**src/rtl/stack_arb_ctrl.sv**
```systemverilog
// stack_arb_ctrl: two-requester round-robin arbiter in front of a single-port
// stack RAM. Push/pop requests are granted combinationally in IDLE; a pop
// spends one POP_WAIT cycle waiting for the RAM read before rvalid fires.
module stack_arb_ctrl #(
   parameter int DEPTH = 16,
   parameter int AW    = 4
) (
   input  logic          clk,
   input  logic          rst_n,
   input  logic          req0,
   input  logic          req1,
   input  logic          op0,
   input  logic          op1,
   input  logic [31:0]   wdata0,
   input  logic [31:0]   wdata1,
   output logic          gnt0,
   output logic          gnt1,
   output logic          mem_we,
   output logic [AW-1:0] mem_addr,
   output logic [31:0]   mem_wdata,
   input  logic [31:0]   mem_rdata,
   output logic [31:0]   rdata,
   output logic          rvalid,
   output logic          rid,
   output logic          full,
   output logic          empty,
   output logic [AW:0]   count,
   output logic          err,
   output logic          err_id
);

   typedef enum logic {IDLE = 1'b0, POP_WAIT = 1'b1} state_t;

   state_t        r_state, w_state_nxt;
   logic [AW:0]   r_sp;
   logic          r_last;     // requester granted most recently
   logic          r_arm;      // set at the first edge after reset release
   logic          r_pop_id;
   logic [31:0]   r_rdata;
   logic          r_rvalid, r_rid, r_err, r_err_id;

   logic          w_full, w_empty, w_grant, w_gid, w_op;
   logic          w_we, w_popok, w_bad;
   logic [AW-1:0] w_addr;
   logic [31:0]   w_wdata;

   assign w_full  = (r_sp == (AW+1)'(DEPTH));
   assign w_empty = (r_sp == '0);

   // Arbitration, next state and RAM port; grants only in IDLE once armed
   always_comb begin
      w_state_nxt = r_state;
      w_grant     = 1'b0;
      w_gid       = 1'b0;
      w_op        = 1'b0;
      w_we        = 1'b0;
      w_popok     = 1'b0;
      w_bad       = 1'b0;
      w_addr      = r_sp[AW-1:0];
      w_wdata     = wdata0;
      case (r_state)
         IDLE: begin
            if (r_arm) begin
               w_grant = req0 | req1;
               w_gid   = (req0 && req1) ? ~r_last : req1;
               w_op    = w_gid ? op1 : op0;
               w_wdata = w_gid ? wdata1 : wdata0;
               if (w_grant) begin
                  if (w_op) begin
                     if (w_full) w_bad = 1'b1;
                     else        w_we  = 1'b1;
                  end else if (w_empty) begin
                     w_bad = 1'b1;
                  end else begin
                     w_popok     = 1'b1;
                     w_addr      = r_sp[AW-1:0] - AW'(1);
                     w_state_nxt = POP_WAIT;
                  end
               end
            end
         end
         POP_WAIT: w_state_nxt = IDLE;
         default:  w_state_nxt = IDLE;
      endcase
   end

   // FSM state register
   always_ff @(posedge clk or negedge rst_n) begin
      if (!rst_n) r_state <= IDLE;
      else        r_state <= w_state_nxt;
   end

   // Stack pointer, arbitration history and grant arming
   always_ff @(posedge clk or negedge rst_n) begin
      if (!rst_n) begin
         r_sp     <= '0;
         r_last   <= 1'b1;
         r_arm    <= 1'b0;
         r_pop_id <= 1'b0;
      end else begin
         r_arm <= 1'b1;
         if (w_we)         r_sp <= r_sp + (AW+1)'(1);
         else if (w_popok) r_sp <= r_sp - (AW+1)'(1);
         if (w_grant) r_last <= w_gid;
         if (w_popok) r_pop_id <= w_gid;
      end
   end

   // Pop result capture and error pulse
   always_ff @(posedge clk or negedge rst_n) begin
      if (!rst_n) begin
         r_rdata  <= '0;
         r_rvalid <= 1'b0;
         r_rid    <= 1'b0;
         r_err    <= 1'b0;
         r_err_id <= 1'b0;
      end else begin
         r_rvalid <= (r_state == POP_WAIT);
         if (r_state == POP_WAIT) begin
            r_rdata <= mem_rdata;
            r_rid   <= r_pop_id;
         end
         r_err <= w_bad;
         if (w_bad) r_err_id <= w_gid;
      end
   end

   assign gnt0      = w_grant & ~w_gid;
   assign gnt1      = w_grant &  w_gid;
   assign mem_we    = w_we;
   assign mem_addr  = w_addr;
   assign mem_wdata = w_wdata;
   assign rdata     = r_rdata;
   assign rvalid    = r_rvalid;
   assign rid       = r_rid;
   assign full      = w_full;
   assign empty     = w_empty;
   assign count     = r_sp;
   assign err       = r_err;
   assign err_id    = r_err_id;

endmodule
```
**config.mk**
```make
export PLATFORM = sky130hd
export DESIGN_NAME = stack_arb_ctrl
export DESIGN_NICKNAME = d
export VERILOG_FILES = /design/src/rtl/stack_arb_ctrl.sv
export SDC_FILE = /design/constraint.sdc
export NUM_CORES = 1
export LEC_CHECK = 0
export BUFFER_PORTS_ARGS = -buffer_cell sky130_fd_sc_hd__clkbuf_2
export CORE_MARGIN = 10
export CORE_UTILIZATION = 39
export CTS_CLUSTER_SIZE = 10
export DETAILED_ROUTE_END_ITERATION = 10
export GPL_ROUTABILITY_DRIVEN = 0
export MAX_ROUTING_LAYER = met4
export PLACE_DENSITY = 0.79
export RECOVER_POWER = 100
export SLEW_MARGIN = 20
export SYNTH_ARGS = -nofsm -noshare
export SYNTH_HDL_FRONTEND = slang
export SYNTH_SLANG_ARGS = --single-unit
```
**constraint.sdc**
```tcl
create_clock -name clk -period 3.45 [get_ports clk]
set_input_delay 0.69 -clock clk [delete_from_list [all_inputs] [get_ports clk]]
set_output_delay 0.69 -clock clk [all_outputs]
set_load 0.005 [all_outputs]
```
==> run summary <==
Outcome -> complete, but fails checks
Failing checks -> max-capacitance violations, max-slew violations
Max-slew violations -> 81
CP delay by family, top -> simple AND/OR/NAND/NOR gates
Setup violators final -> 0
Leakage -> 0.00173 µW
Synth Instances -> 248
Synth cell types -> 35
DIE AREA -> 9500 µm²
Commonest non-fill, non-tap cells in the layout -> 109 x clkbuf_2, 105 x nand2_1, 76 x clkbuf_1
Syn Area/Cell -> 9.43 µm²
Slew margin rel. -> -0.545
Max Fanout on Critical Path -> 6
Post-cts gate resize count -> 0
Vias in the first global route -> 2,556
Placed cells -> 500
Worst min path class -> register to register
Post-Syn Area -> 2340 µm²
Power per cell area -> 626 nW/µm²
Drt total wl -> 7670 µm
Synth warn -> 0
Fraction of layout cells with a size suffix above 1 -> 0.358
Final cell count without fillers -> 508
Number of cells on the critical path -> 12
I/O Pins -> 184
Crit path time final -> 3140 ps
Clk buf depth -> 2
Cts bufs inserted -> 5
Initial antenna violation count -> 0
Largest net degree at the start of global routing -> 46
Startpoint Class -> register
CP peak stage delay -> 470 ps
WL per Instance -> 15.1 µm
Initial Utilization -> 0.398
Most common flop cell mapped by yosys -> dfrtp_1
Share of the yosys chip area belonging to registers -> 0.482
Fin nets -> 540
CTS clk-pin slew, worst paths -> 90 ps
Post-route setup TNS -> 0 ps
Port Buffer Count -> 183
WP buf/inv -> 2
Via density -> 4.71
Max-Cap Viols -> 2
Critical path type -> register to register
Drt pass-1 iters -> 4
Hold buffer count at cts -> 0
Root Buffer -> clkbuf_8
CP Capture Type -> register
Worst clock skew -> 6.21 ps
Die width -> 97.5 µm
CTS tree -> done
Flip-flop and latch count after synthesis -> 45
Clock sink count -> 45
Core ar. -> 5890 µm²
Worst slew pin tran -> 2320 ps
Via count -> 2,391
CP max-delay cell -> dfrtp_1
Post-synth EDFFs -> 0
Async SR Flop Fraction -> 1.00
Hold path cells -> 2
Highest clock rate -> 319 MHz
Final worst-path cycle share -> 0.909
RSZ-0062 raised after global routing -> no
Initial DRC count -> 71
Crit-path cells -> inv_1 > ha_1 > nor3b_1 > and2_0 > or3_1 > inv_1 > fa_1 > nand2b_1 > o2bb2ai_1 > or3_1 > a21oi_1 > nor2_1
Drt drc -> 0
Post-CTS setup buffers -> 0
Diodes inserted -> 0
Util after Layout -> 0.564
Routed Antenna Nets -> 0
Die Y-Extent -> 97.5 µm
Cell row count -> 28
Critical Path AT -> 3320 ps
HPWL after DPL -> 6490 µm
Total track usage -> 0.157
Clock latency on the worst-skew pair -> 290 ps
Syn_nets -> 356
Area grow syn2layout -> 42.0%
Max rail drop VDD -> 0.315 mV
Global-route wire length before repair -> 12,300 µm
Most common cell after layout, fill and taps aside -> clkbuf_2
Required time worst endpoint -> 3630 ps
R2R depth -> 12
H-tree Lvls -> 2
Grt ovf -> 0
Final hold vios -> 0
[cell type report]
class                      count  area (µm²)
inverter                       5        18.8
clock buffer                   5        68.8
clock inverter                 3        21.3
multi-input combinational    188        1150
sequential                    45        1130
fill                         578        2560
timing repair buffer         187         842
tap                           75        93.8
[tightest hold or removal path, cell delays in order, from the launching register on]
cell	delay [ps]
dfstp_2	380
nand2_1	50
nand2_1	40
[synthesized netlist by cell type, drive strengths merged (3+ instances only)]
cell type	instances	area [µm²]
nand2	105	394
nand2b	3	18.8
mux2	36	409
ha	5	62.6
dfrtp	44	1100
o21ai	5	25.0
clkbuf	10	37.5
nor2	5	18.8
inv	4	15.0
[report_power, final]
part / switching, µW / internal, µW / leakage, µW
sequential: 137 / 736 / 0.000541
combinational: 441 / 444 / 0.00115
clock: 178 / 144 / 0.0000445
[logic make-up after synthesis]
| family | Yosys count | share of synthesized area |
|---|---|---|
| and+or+nand+nor | 124 | 0.214 |
| DFF | 45 | 0.482 |
| muxes | 37 | 0.181 |
| AOI/OAI and AO/OA | 16 | 0.0471 |
| buffers and inverters | 15 | 0.0241 |
| adders and majority gates | 6 | 0.0353 |
| xor gates and xnor gates | 4 | 0.0150 |
| other | 1 | 0.00160 |
[stage by stage]
stage          cell area (µm²)  worst slack (ps)  hold slack, ps  total power (µW)
2_1_floorplan             2340               512             352              1360
3_3_place_gp              3340               273             455              1810
3_5_place_dp              3340               130             462              1860
4_1_cts                   3430               309             473              2180
5_1_grt                   3320              39.1             481              2260
6_report                  3320               313             471              2080
[state kept, by name, summed over array words and instances (netlist names)]
signal    cells
rid           1
err_id        1
rdata        32
r_arm         1
err           1
r_state       1
r_pop_id      1
rvalid        1
count         5
r_last        1
[layer usage]
metal	GRT usage	part of all wire	routed length [µm]	vias up
li1	-	-	-	1179
met1	0.186	0.44	3360	1077
met2	0.248	0.47	3590	129
met3	0.0562	0.087	666	6
met4	0.0425	0.0066	51	0
met5	-	0	0	-
[final timing paths]
check                                startpoint               endpoint  slack [ps]
max in group asynchronous                 rst_n  rdata[10]$_DFFE_PN0P_        1050
min in group asynchronous                 rst_n   rdata[5]$_DFFE_PN0P_        1090
max                        count[0]$_DFFE_PN0P_   count[4]$_DFFE_PN0P_         310
min                          r_last$_DFFE_PN1P_     r_last$_DFFE_PN1P_         470
max reg2reg                count[0]$_DFFE_PN0P_   count[4]$_DFFE_PN0P_         310
min reg2reg                  r_last$_DFFE_PN1P_     r_last$_DFFE_PN1P_         470
(Power assumes the default switching activity.)
